===== src/rtl/rng_conf_if.sv =====
// rng_conf_if: bundles the FSM/RNG-facing signals of rng_conf_exec.
//   pres_state  5  current calibration FSM state code
//   rng_bit     1  raw RNG bit, already synchronised to clk
//   rng_valid   1  rng_bit qualifier, one sample per high cycle
//   nconf1..clkconf0  4 each  trim registers
//   bit_a..bit_d      1 each  sampled random bits for the FSM
//   state_adv   1  one-cycle pulse, FSM state register may load
//   busy        1  trim update / settle / sample in progress
//   sat_err     1  sticky saturation flag
// Modports: master drives pres_state/rng_*, slave (rng_conf_exec) drives the rest.
interface rng_conf_if;
  logic [4:0] pres_state;
  logic       rng_bit;
  logic       rng_valid;
  logic [3:0] nconf1;
  logic [3:0] nconf0;
  logic [3:0] pconf1;
  logic [3:0] pconf0;
  logic [3:0] clkconf1;
  logic [3:0] clkconf0;
  logic       bit_a;
  logic       bit_b;
  logic       bit_c;
  logic       bit_d;
  logic       state_adv;
  logic       busy;
  logic       sat_err;

  modport master (
    output pres_state, rng_bit, rng_valid,
    input  nconf1, nconf0, pconf1, pconf0, clkconf1, clkconf0,
    input  bit_a, bit_b, bit_c, bit_d, state_adv, busy, sat_err
  );

  modport slave (
    input  pres_state, rng_bit, rng_valid,
    output nconf1, nconf0, pconf1, pconf0, clkconf1, clkconf0,
    output bit_a, bit_b, bit_c, bit_d, state_adv, busy, sat_err
  );
endinterface


===== src/rtl/rng_conf_exec.sv =====
// rng_conf_exec: datapath/sequencer partner of the RNG self-calibration FSM.
// Holds six 4-bit trim registers, executes the inc/dec action encoded by pres_state,
// waits SETTLE_CYC cycles for the analog RNG to settle, samples four fresh random bits
// into bit_a..bit_d and then pulses state_adv so the FSM may advance.
// Ports:
//   clk    single clock, all state on rising edge
//   rst_n  synchronous reset, active low
//   bus    rng_conf_if.slave (pres_state, rng_bit, rng_valid in; trims, bits,
//          state_adv, busy, sat_err out)
// Optional feature: define RNG_CONF_DEBIAS_EN to run von Neumann debiasing on the
// raw bit stream while sampling (01 -> 0, 10 -> 1, 00/11 discarded).
module rng_conf_exec #(
  parameter int unsigned SETTLE_CYC   = 16,
  parameter int unsigned SETTLE_W     = 5,
  parameter logic [3:0]  CONF_INIT    = 4'd8,
  parameter logic [3:0]  NCONF1_MIN   = 4'd0,
  parameter logic [3:0]  NCONF0_MAX   = 4'd15,
  parameter logic [3:0]  PCONF1_MIN   = 4'd0,
  parameter logic [3:0]  PCONF0_MAX   = 4'd15,
  parameter logic [3:0]  CLKCONF1_MIN = 4'd0,
  parameter logic [3:0]  CLKCONF0_MAX = 4'd15
) (
  input logic       clk,
  input logic       rst_n,
  rng_conf_if.slave bus
);

  typedef enum logic [2:0] {StEval, StApply, StSettle, StSample, StAdv} seq_e;

  // Trim index: even entries (xconf1) only decrement, odd entries (xconf0) only increment.
  localparam logic [5:0][3:0] Limit = {CLKCONF0_MAX, CLKCONF1_MIN, PCONF0_MAX,
                                       PCONF1_MIN, NCONF0_MAX, NCONF1_MIN};

  seq_e                  seq_q, seq_d;
  logic [5:0][3:0]       conf_q, conf_d;
  logic [2:0]            tgt_q, tgt_d;
  logic [SETTLE_W-1:0]   cnt_q, cnt_d;
  logic [1:0]            nacc_q, nacc_d;
  logic [2:0]            acc_q, acc_d;
  logic [3:0]            bits_q, bits_d;
  logic                  sat_q, sat_d;
  logic                  accept;
  logic                  acc_bit;
`ifdef RNG_CONF_DEBIAS_EN
  logic                  pair_vld_q, pair_vld_d;
  logic                  pair_bit_q, pair_bit_d;
`endif

  always_comb begin
    seq_d   = seq_q;
    conf_d  = conf_q;
    tgt_d   = tgt_q;
    cnt_d   = cnt_q;
    nacc_d  = nacc_q;
    acc_d   = acc_q;
    bits_d  = bits_q;
    sat_d   = sat_q;
    accept  = 1'b0;
    acc_bit = bus.rng_bit;
`ifdef RNG_CONF_DEBIAS_EN
    pair_vld_d = pair_vld_q;
    pair_bit_d = pair_bit_q;
`endif
    unique case (seq_q)
      StEval: begin
        nacc_d = 2'd0;
`ifdef RNG_CONF_DEBIAS_EN
        pair_vld_d = 1'b0;
`endif
        case (bus.pres_state)
          5'd2:    begin tgt_d = 3'd0; seq_d = StApply; end
          5'd4:    begin tgt_d = 3'd1; seq_d = StApply; end
          5'd6:    begin tgt_d = 3'd2; seq_d = StApply; end
          5'd8:    begin tgt_d = 3'd3; seq_d = StApply; end
          5'd10:   begin tgt_d = 3'd4; seq_d = StApply; end
          5'd12:   begin tgt_d = 3'd5; seq_d = StApply; end
          5'd0:    seq_d = StSample;
          default: seq_d = StAdv;
        endcase
      end
      StApply: begin
        // At the limit the trim holds and the error sticks; settle+sample still run.
        if (tgt_q[0]) begin
          if (conf_q[tgt_q] >= Limit[tgt_q]) sat_d = 1'b1;
          else conf_d[tgt_q] = conf_q[tgt_q] + 4'd1;
        end else begin
          if (conf_q[tgt_q] <= Limit[tgt_q]) sat_d = 1'b1;
          else conf_d[tgt_q] = conf_q[tgt_q] - 4'd1;
        end
        cnt_d = SETTLE_W'(SETTLE_CYC - 1);
        seq_d = StSettle;
      end
      StSettle: begin
        if (cnt_q == '0) seq_d = StSample;
        else cnt_d = cnt_q - 1'b1;
      end
      StSample: begin
`ifdef RNG_CONF_DEBIAS_EN
        if (bus.rng_valid) begin
          if (!pair_vld_q) begin
            pair_vld_d = 1'b1;
            pair_bit_d = bus.rng_bit;
          end else begin
            pair_vld_d = 1'b0;
            accept     = (pair_bit_q != bus.rng_bit);
            acc_bit    = pair_bit_q;
          end
        end
`else
        accept = bus.rng_valid;
`endif
        if (accept) begin
          acc_d  = {acc_q[1:0], acc_bit};
          nacc_d = nacc_q + 2'd1;
          if (nacc_q == 2'd3) begin
            bits_d = {acc_q, acc_bit};
            seq_d  = StAdv;
          end
        end
      end
      StAdv:   seq_d = StEval;
      default: seq_d = StEval;
    endcase
  end

  always_ff @(posedge clk) begin
    if (!rst_n) begin
      seq_q  <= StEval;
      conf_q <= {6{CONF_INIT}};
      tgt_q  <= '0;
      cnt_q  <= '0;
      nacc_q <= '0;
      acc_q  <= '0;
      bits_q <= '0;
      sat_q  <= 1'b0;
`ifdef RNG_CONF_DEBIAS_EN
      pair_vld_q <= 1'b0;
      pair_bit_q <= 1'b0;
`endif
    end else begin
      seq_q  <= seq_d;
      conf_q <= conf_d;
      tgt_q  <= tgt_d;
      cnt_q  <= cnt_d;
      nacc_q <= nacc_d;
      acc_q  <= acc_d;
      bits_q <= bits_d;
      sat_q  <= sat_d;
`ifdef RNG_CONF_DEBIAS_EN
      pair_vld_q <= pair_vld_d;
      pair_bit_q <= pair_bit_d;
`endif
    end
  end

  assign bus.nconf1    = conf_q[0];
  assign bus.nconf0    = conf_q[1];
  assign bus.pconf1    = conf_q[2];
  assign bus.pconf0    = conf_q[3];
  assign bus.clkconf1  = conf_q[4];
  assign bus.clkconf0  = conf_q[5];
  assign bus.bit_a     = bits_q[3];
  assign bus.bit_b     = bits_q[2];
  assign bus.bit_c     = bits_q[1];
  assign bus.bit_d     = bits_q[0];
  assign bus.state_adv = (seq_q == StAdv);
  assign bus.busy      = (seq_q == StApply) || (seq_q == StSettle) || (seq_q == StSample);
  assign bus.sat_err   = sat_q;

endmodule

===== src/flat_wrapper.sv =====
// flat-port wrapper written by rule: the top's interface ports become plain ports
module rng_conf_exec_flat 
#(
  parameter int unsigned SETTLE_CYC   = 16,
  parameter int unsigned SETTLE_W     = 5,
  parameter logic [3:0]  CONF_INIT    = 4'd8,
  parameter logic [3:0]  NCONF1_MIN   = 4'd0,
  parameter logic [3:0]  NCONF0_MAX   = 4'd15,
  parameter logic [3:0]  PCONF1_MIN   = 4'd0,
  parameter logic [3:0]  PCONF0_MAX   = 4'd15,
  parameter logic [3:0]  CLKCONF1_MIN = 4'd0,
  parameter logic [3:0]  CLKCONF0_MAX = 4'd15
)
  (clk, rst_n, bus_pres_state, bus_rng_bit, bus_rng_valid, bus_nconf1, bus_nconf0, bus_pconf1, bus_pconf0, bus_clkconf1, bus_clkconf0, bus_bit_a, bus_bit_b, bus_bit_c, bus_bit_d, bus_state_adv, bus_busy, bus_sat_err);
  rng_conf_if bus_i ();
  input logic clk;
  input logic rst_n;
  input wire logic [$bits(bus_i.pres_state)-1:0] bus_pres_state;
  input wire logic [$bits(bus_i.rng_bit)-1:0] bus_rng_bit;
  input wire logic [$bits(bus_i.rng_valid)-1:0] bus_rng_valid;
  output wire logic [$bits(bus_i.nconf1)-1:0] bus_nconf1;
  output wire logic [$bits(bus_i.nconf0)-1:0] bus_nconf0;
  output wire logic [$bits(bus_i.pconf1)-1:0] bus_pconf1;
  output wire logic [$bits(bus_i.pconf0)-1:0] bus_pconf0;
  output wire logic [$bits(bus_i.clkconf1)-1:0] bus_clkconf1;
  output wire logic [$bits(bus_i.clkconf0)-1:0] bus_clkconf0;
  output wire logic [$bits(bus_i.bit_a)-1:0] bus_bit_a;
  output wire logic [$bits(bus_i.bit_b)-1:0] bus_bit_b;
  output wire logic [$bits(bus_i.bit_c)-1:0] bus_bit_c;
  output wire logic [$bits(bus_i.bit_d)-1:0] bus_bit_d;
  output wire logic [$bits(bus_i.state_adv)-1:0] bus_state_adv;
  output wire logic [$bits(bus_i.busy)-1:0] bus_busy;
  output wire logic [$bits(bus_i.sat_err)-1:0] bus_sat_err;
  assign bus_i.pres_state = bus_pres_state;
  assign bus_i.rng_bit = bus_rng_bit;
  assign bus_i.rng_valid = bus_rng_valid;
  assign bus_nconf1 = bus_i.nconf1;
  assign bus_nconf0 = bus_i.nconf0;
  assign bus_pconf1 = bus_i.pconf1;
  assign bus_pconf0 = bus_i.pconf0;
  assign bus_clkconf1 = bus_i.clkconf1;
  assign bus_clkconf0 = bus_i.clkconf0;
  assign bus_bit_a = bus_i.bit_a;
  assign bus_bit_b = bus_i.bit_b;
  assign bus_bit_c = bus_i.bit_c;
  assign bus_bit_d = bus_i.bit_d;
  assign bus_state_adv = bus_i.state_adv;
  assign bus_busy = bus_i.busy;
  assign bus_sat_err = bus_i.sat_err;
  rng_conf_exec #(.SETTLE_CYC(SETTLE_CYC), .SETTLE_W(SETTLE_W), .CONF_INIT(CONF_INIT), .NCONF1_MIN(NCONF1_MIN), .NCONF0_MAX(NCONF0_MAX), .PCONF1_MIN(PCONF1_MIN), .PCONF0_MAX(PCONF0_MAX), .CLKCONF1_MIN(CLKCONF1_MIN), .CLKCONF0_MAX(CLKCONF0_MAX)) u_core (.clk(clk), .rst_n(rst_n), .bus(bus_i));
endmodule

===== config.mk =====
export PLATFORM = sky130hd
export DESIGN_NAME = rng_conf_exec_flat
export DESIGN_NICKNAME = d
export VERILOG_FILES = /design/src/rtl/rng_conf_if.sv /design/src/rtl/rng_conf_exec.sv /design/src/flat_wrapper.sv
export SDC_FILE = /design/constraint.sdc
export NUM_CORES = 1
export LEC_CHECK = 0
export ABC_AREA = 1
export CAP_MARGIN = 20
export CORE_MARGIN = 5
export CORE_UTILIZATION = 51
export CTS_BUF_LIST = sky130_fd_sc_hd__clkbuf_8
export CTS_CLUSTER_DIAMETER = 40
export DETAILED_ROUTE_END_ITERATION = 7
export PLACE_DENSITY = 0.76
export RECOVER_POWER = 50
export SLEW_MARGIN = 20
export SYNTH_ARGS = -nofsm -noshare
export SYNTH_HDL_FRONTEND = slang
export SYNTH_SLANG_ARGS = --single-unit

===== constraint.sdc =====
create_clock -name clk -period 2.3 [get_ports clk]
set_input_delay 0.46 -clock clk [delete_from_list [all_inputs] [get_ports clk]]
set_output_delay 0.46 -clock clk [all_outputs]
set_load 0.02 [all_outputs]

* Word-level counts from Yosys, hierarchy flattened
Memories as Yosys holds them, arrays and structs flattened. A register that Yosys moved wholly into a read port is not among the register bits.
Cells that the tools add are included.
** Operators by class
- Muxes and demuxes :: 25
- Reduce and logical (&&, ||, !) cells :: 19
- Add/subtract/negate cells :: 4
- $lt $le $gt $ge :: 4
- Equality and inequality tests :: 18
** Operators with widths (count)
- 2-to-1 mux 24 bit :: 3
- bitwise mux 24 bit :: 2
- case mux 3 bit (6 select lines) :: 1
- == test 5 x 4 -> 1 bit, second input constant :: 3
- 2-to-1 mux 3 bit :: 5
- binary-select mux 4 bit (select 3 bit) :: 1
- demux 4 bit (select 3 bit) :: 1
- 2-to-1 mux 4 bit :: 3
- case mux 3 bit (4 select lines) :: 1
- AND reduction 3 bit :: 4
- == test 5 x 3 -> 1 bit, second input constant :: 2
- logical NOT 5 bit :: 2
- case mux 5 bit (2 select lines) :: 1
- != test 2 bit, second input constant :: 4
- AND reduction 2 bit :: 4
- == test 3 x 2 -> 1 bit, second input constant :: 2
- != test 2 x 1 -> 1 bit, second input constant :: 3
- case mux 3 bit (2 select lines) :: 1
- nonzero test 2 bit :: 3
- nonzero test 6 bit :: 1
- OR reduction 6 bit :: 1
- == test 5 x 2 -> 1 bit, second input constant :: 1
- 2-to-1 mux 5 bit :: 1
- subtractor 5 x 1 -> 5 bit, second input constant :: 1
- 16 further kinds :: 19
** Storage, ports and cells
- ROM bits :: 32
- Bits in registers :: 45
- Bits of input ports :: 9
- Word-level logic and storage cells :: 84
- Memories kept :: 1
- Output and inout bits :: 31
** Memories
- (name not given) :: depth 8, bits a word 4, rd ports 1, clocked after Yosys merged registers in 1, write ports 0, RTL line rng_conf_exec.sv:84 : if (conf_q[tgt_q] >= Limit[tgt_q]) sat_d = 1'b1;

* Depth between registers and ports, before layout
Gate-level depths: netlist of the first run.
- Depth after elaboration :: 7
- Depth in mapped cells :: 19
- Gate-level depth less buffers :: 18

* Least setup slack after synthesis of the first run
Ideal clock, no wire load.
- Path kind :: register -> register
- Start :: reg u_core.tgt_q[0]
- End :: reg u_core.conf_q, in the netlist u_core.bus.pconf1[3]
- Setup slack :: 0.214 ns
- Setup time :: 0.115 ns
- Path buffers :: 1
- Period minus slack after synthesis :: 2.086 ns
- Data arrival time :: 1.972 ns
- Required time :: 2.185 ns
- Stages on the path, launching flop included :: 19
- Path through :: dfxtp_1 inv_2 buf_6 nand2_1 nand2_1 nand2_1 nand2_1 nand2_1 nand2_1 ha_1 nand2_1 inv_1 nand2_1 nand2_1 nand3_1 nand2_2 nand3_2 a21oi_1 nand2_1
** On the way
- Word-level cells in the longest chain between the ends :: 7
- Elaborated cells between the ends (all ways) :: 19
- Classes of those cells :: add/sub (2); order compare (4); eq/ne (2); mux (9); reduce/logical (2)
** RTL lines
- start, declared :: RTL line rng_conf_exec.sv:36 : logic [2:0] tgt_q, tgt_d;
- start signal, assigned :: RTL line rng_conf_exec.sv:143 : tgt_q <= tgt_d;
- parallel branches: the longest is 7 deep, another holds subtractor 4 x 1 -> 4 bit
- end signal, assigned :: RTL line rng_conf_exec.sv:129 : conf_q <= {6{CONF_INIT}};
- end signal, assigned :: RTL line rng_conf_exec.sv:142 : conf_q <= conf_d;
- end, declared :: RTL line rng_conf_exec.sv:35 : logic [5:0][3:0] conf_q, conf_d;
Parallel ways; which one is timed is not known. The select of a mux whose other input is x is not followed.
A chain may end at the register's enable or synchronous reset.

* Final worst setup path of the first run
- Start :: reg u_core.tgt_q[0]
- End :: reg u_core.conf_q, in the netlist u_core.bus.clkconf0[3]
Same word-level chain as after synthesis.

==> impl_results.md, run 1 <==
- Most common flop cell mapped by yosys: dfxtp_1
- Post-synth cell types: 30
- H-tree depth: 2
- CTS Buf Count: 5
- Delay-heaviest family, CP: simple AND/OR/NAND/NOR gates
- Max Slew Vio Count: 0
- Post-Syn Area: 0.002601 mm²
- Placed Cells: 518
- M1 wire length: 3.021 mm
- Setup Crit Path Kind: register to register
- Most used cell, CP: nand2_1
- Final setup violation count: 25
- Num ports: 40
- Rows: 26
- Seq/Total Area, Yosys: 0.3540
- DR iter-0 viols: 336
- First-pass GRT wire length: 11.41 mm
- FMAX: 410.8 MHz
- Dpl cell area: 0.003167 mm²
- Die area: 0.006628 mm²
- Drt first pass iters: 5
- Placeable Area: 0.005042 mm²
- Unrepaired setup endpoints after global routing: true
- Total Nets Final: 478
- Via/cell ratio: 5.273
- Clk_lat worst skew: 0.30 ns
- Max-cap violation count: 0
- Post-detail-place hpwl: 5.334 mm
- Clock sink total: 46
- Synth top cells by count: nand2_1, nor2_1, inv_1
- Synth Area per Inst: 6.471 µm²
- HP Class: register to register
- Status: complete, but fails checks
- Maximum clock insertion buffer count: 2
- Final total power: 0.002330 W
- Initial antenna violation count: 0
- Layout cells sized above 1: 0.1866
- Final wirelength: 7.668 mm
- Critical Path Sink Type: register
- CP startpoint kind: register
- Final Instance Area: 0.003528 mm²
- Uppermost layer routed: met4
- Gpl congestion: 0.9754
- # diodes: 0
- Largest net degree at the start of global routing: 24
- Die extent in y: 81.42 µm
- Hold Startpoint: u_core.bus.sat_err
- Worst-path fanout max: 8
- Violated checks: setup timing
- Root buffer selected by CTS: clkbuf_8
- GR Util All Layers: 0.2224
- Tcrit/Tclk final: 1.058
- Total number of vias: 2800
- Slew margin rel.: 0.6139
- Worst Path Arrival: 2.63 ns
- Fin. Hold Viols: 0
- Initial Utilization: 0.5159
- CTS tree: yes
- Most frequent cell after synthesis: nand2_1
- Drt drc: 0
- Yosys warnings: 0
- Setup TNS: -1.954 ns
- Routed Antenna Nets: 0
- Critical path's slowest cell: dfxtp_4
- VDD IR max: 0.0004616 V
- Skew final: 0.004691 ns
- Post-synth net total: 420
- DR WL met2: 3.803 mm
- Static leakage: 1.690 nW
- FF-to-FF setup slack: -0.13 ns
- Number of flops mapped to enable cells by yosys: 0
- DR WL/cell: 14.44 µm
- Largest area contributor in the netlist: dfxtp_1
- Worst Tran Pin Value: 0.5784 ns
- Share of flip-flops with an asynchronous set or reset: 0
- Worst-path clk slew: 0.09 ns
- CTS Hold Buffers Added: 0
- Critical Path Start: u_core.tgt_q[0]
- Vias in the first global route: 2482
- Synth top area share: 0.3540
- Synthesized instance count: 402
- Port Buf Inserts: 39
- Filler cells: 428
- Post-route insts no fill: 531
- Congestion Overflow GR: 0
- WP buf/inv: 2
- Seq cells post-synth: 46
- P per Cell Area: 660.3 mW/mm²
- Setup slack after layout: -0.1345 ns
- Area growth, synth to finish: 35.64%
- Synth top area cells: dfxtp_1, nand2_1, nor2_1
- Crit Reg-Reg Startpoint: u_core.tgt_q[0]
- Met3 WL: 565 µm
- Crit path cell chain: clkbuf_16, nor3_2, a21oi_2, nand2_2, ha_4, nand2_1, inv_1, nand3_2, nand4_1, nand2_8, nand3_4, a21oi_1, nand2_1
- Die W: 81.42 µm
- Crit path time final: 2.434 ns
- CP required: 2.50 ns
- Max incr delay on CP: 0.40 ns
==> layout by cell type, fill, tap and decap left out, types with 2 or more instances in the layout <==
master / instances
xor2_2: 2
clkinv_2: 2
ha_4: 2
a21oi_1: 19
nor2_1: 49
clkbuf_8: 5
inv_1: 53
inv_2: 2
nor2_4: 2
dfxtp_4: 2
nor2_2: 8
nand3_2: 4
nand2_2: 16
nor3_1: 6
dlygate4sd3_1: 9
clkbuf_16: 2
buf_4: 19
nand4_1: 10
inv_6: 2
dfxtp_1: 44
nor3_2: 2
a21oi_2: 6
clkdlybuf4s50_1: 30
nand3_4: 6
ha_1: 7
nand3_1: 22
o21ai_0: 16
nand2_1: 102
==> worst register-to-register path: cells and delay by family (launching register included) <==
family                   cells  cell delay (ns)
buffers and inverters        2             0.25
AND/OR/NAND/NOR              8             1.19
flip-flops                   1             0.40
adder cells (fa/ha/maj)      1             0.22
AO/OA/AOI/OAI                2             0.27
==> routing by layer <==
| layer | up-vias | GRT usage |
|---|---|---|
| li1 | 1386 | - |
| met3 | 26 | 0.04057 |
| met2 | 128 | 0.3974 |
| met4 | 0 | 0.06926 |
| met1 | 1260 | 0.2689 |
| met5 | - | 0 |
==> power breakdown <==
group | switching (W) | internal (W) | leakage, nW
Combinational | 0.000564 | 0.000330 | 1.27
Sequential | 0.0000686 | 0.000867 | 0.374
Clock | 0.000285 | 0.000214 | 0.0483
Total | 0.000918 | 0.00141 | 1.69
==> cell families after synthesis <==
logic type	synth area share
buf+inv	0.1039
simple gates	0.3886
xor+xnor	0.01587
compound gates	0.09428
flops	0.3540
fa+ha+maj	0.04329
==> cell type report <==
class,count,area [µm²],share of cell area
Sequential cell,46,928.4,0.2631
Multi-Input combinational cell,289,1599,0.4532
Tap cell,70,87.58,0.02482
Clock buffer,5,68.82,0.01950
Clock inverter,3,18.77,0.005319
Timing Repair Buffer,62,610.6,0.1730
Inverter,56,215.2,0.06099
==> final timing paths <==
| check | to | cells after the start |
|---|---|---|
| setup / recovery | u_core.bus.clkconf0[3] | 13 |
| hold / removal | u_core.bus.sat_err | 1 |
| setup reg to reg | u_core.bus.clkconf0[3] | 13 |
| hold reg to reg | u_core.bus.sat_err | 1 |
==> per-stage QoR <==
stage            util  worst slack [ns]  hold WS, ns
6_report       0.6998           -0.1345       0.4738
4_1_cts        0.6474          0.004987       0.4713
3_3_place_gp   0.6280          -0.08181       0.4484
2_1_floorplan       -            0.2136       0.4356
3_5_place_dp   0.6280           -0.1018       0.4568
5_1_grt        0.6998           -0.2320       0.4958
==> repair_timing <==
item,in CTS,in global routing
pin swaps,0,14
buffers inserted,0,3
endpoints found under the hold margin,0,0
resized for setup,5,47
gates cloned,0,2
endpoints found under the setup margin,24,24
No activity file was read; power rests on OpenSTA's default activity.
==> run 2, diff against run 1 <==
--- a/config.mk
+++ b/config.mk
@@ -12,8 +12,10 @@
 export CTS_BUF_LIST = sky130_fd_sc_hd__clkbuf_8
 export CTS_CLUSTER_DIAMETER = 40
 export DETAILED_ROUTE_END_ITERATION = 7
+export GPL_ROUTABILITY_DRIVEN = 0
 export PLACE_DENSITY = 0.76
 export RECOVER_POWER = 50
+export REMOVE_ABC_BUFFERS = 1
 export SLEW_MARGIN = 20
 export SYNTH_ARGS = -nofsm -noshare
 export SYNTH_HDL_FRONTEND = slang
==> impl_results.md, run 2 (synthesized netlist as in run 1, its figures left out) <==
- Status: complete, but fails checks
- Violated checks: setup timing
- Maximum clock insertion buffer count: 2
- Die W: 81.42 µm
- Rows: 26
- Skew final: 0.007499 ns
- Worst Tran Pin Value: 0.6235 ns
- Unrepaired setup endpoints after global routing: true
- CTS Hold Buffers Added: 0
- Total number of vias: 2798
- Max-cap violation count: 0
- Num ports: 40
- Filler cells: 402
- Static leakage: 1.691 nW
- # diodes: 0
- Clk_lat worst skew: 0.31 ns
- Drt first pass iters: 7
- CTS tree: yes
- Worst-path clk slew: 0.09 ns
- Most frequent cells in the layout: nand2_1, inv_1, nor2_1
- Clock sink total: 46
- Critical Path Sink Type: register
- CTS Buf Count: 5
- Final total power: 0.002304 W
- Total Nets Final: 480
- Via/cell ratio: 5.259
- Most common library cell in the layout ignoring fill and taps: nand2_1
- Post-detail-place hpwl: 5.198 mm
- DR iter-0 viols: 215
- Congestion Overflow GR: 0
- VDD IR max: 0.0003683 V
- Routed Antenna Nets: 0
- CP required: 2.51 ns
- Setup slack after layout: -0.09310 ns
- P per Cell Area: 646.4 mW/mm²
- GR Util All Layers: 0.2265
- Layout cells sized above 1: 0.2013
- Placeable Area: 0.005042 mm²
- Fin. Hold Viols: 0
- Crit path time final: 2.393 ns
- Largest net degree at the start of global routing: 23
- Area growth, synth to finish: 37.04%
- HP Class: register to register
- Port Buf Inserts: 39
- Slew margin rel.: 0.5839
- CP startpoint kind: register
- H-tree depth: 2
- Root buffer selected by CTS: clkbuf_8
- Die area: 0.006628 mm²
- Setup Crit Path Kind: register to register
- Worst-path fanout max: 8
- Initial Utilization: 0.5159
- Tcrit/Tclk final: 1.040
- Die extent in y: 81.42 µm
- Vias in the first global route: 2462
- Final setup violation count: 24
- FMAX: 417.9 MHz
- Final wirelength: 7.651 mm
- Worst Path Arrival: 2.60 ns
- Drt drc: 0
- Placed Cells: 521
- First-pass GRT wire length: 11.62 mm
- Max Slew Vio Count: 0
- Post-route insts no fill: 532
- Initial antenna violation count: 0
- DR WL/cell: 14.38 µm
[run 2: changes by cell type in the layout (fill, tap and decap cells not counted), moves of 2 or more]
| cell | previous run | this run |
|---|---|---|
| nand2_2 | 16 | 23 |
| clkinv_2 | 2 | 0 |
| inv_6 | 2 | 0 |
| nand2_1 | 102 | 95 |
| nor2_1 | 49 | 52 |
| nor2_2 | 8 | 6 |
[run 2: layer usage]
metal,vias to the layer above,global-route usage,part of all wire
met4,0,0.06250,0.015
li1,1388,-,-
met5,-,0,0
met1,1300,0.3197,0.45
met3,11,0.04934,0.057
met2,99,0.3477,0.47
[run 2: worst max-delay path: stages (launching register included)]
cell and delay [ns]:
dfxtp_4 0.46, buf_12 0.15, nand2_2 0.06, nand2_1 0.09, nand2_1 0.08, nand2_2 0.09, nand2_2 0.05, nand2_2 0.09
ha_4 0.20, nand2_2 0.05, inv_2 0.04, nand2_1 0.08, nand4_1 0.23, nand2_8 0.23, nand3_4 0.15, a21oi_2 0.16
nand2_1 0.07
[run 2: layout make-up]
cell class / count / area, µm² / share of cell area
clock inverters: 2 / 11.26 / 0.003159
multi-input cells: 289 / 1625 / 0.4559
inverters: 56 / 217.7 / 0.06107
flip-flops and latches: 46 / 928.4 / 0.2604
well taps: 70 / 87.58 / 0.02457
clock buffers: 5 / 68.82 / 0.01931
repair buffers: 64 / 625.6 / 0.1755
[run 2: repair_timing]
item | CTS | global route
buffers inserted | 0 | 2
pin swaps | 0 | 22
resized for setup | 3 | 59
cloned | 0 | 2
endpoints found under the setup margin | 24 | 24
[run 2: where the power goes]
group	switching, W	internal [W]	total [W]
Sequential	0.0000712	0.000867	0.000939
Combinational	0.000561	0.000327	0.000888
Clock	0.000274	0.000204	0.000478
[run 2: path summary, 6_finish.rpt]
kind                            slack, ns             from                    to  depth (start not counted)
worst min register to register       0.47  u_core.cnt_q[4]       u_core.cnt_q[4]                          2
worst max register to register      -0.09  u_core.tgt_q[0]  u_core.bus.pconf0[3]                         16
worst max-delay path                -0.09  u_core.tgt_q[0]  u_core.bus.pconf0[3]                         16
worst min-delay path                 0.47  u_core.cnt_q[4]       u_core.cnt_q[4]                          2
[run 2: per-stage QoR]
stage	hold WS [ns]	area, µm²	util	setup WS (ns)	setup TNS (ns)
6_report	0.4687	3565	0.7069	-0.09310	-1.365
4_1_cts	0.4671	3277	0.6499	0.02473	0
3_3_place_gp	0.4476	3189	0.6325	-0.09380	-1.262
2_1_floorplan	0.4356	2541	-	-0.1932	-3.878
5_1_grt	0.4921	3565	0.7069	-0.2037	-3.749
3_5_place_dp	0.4540	3189	0.6325	-0.1380	-2.005
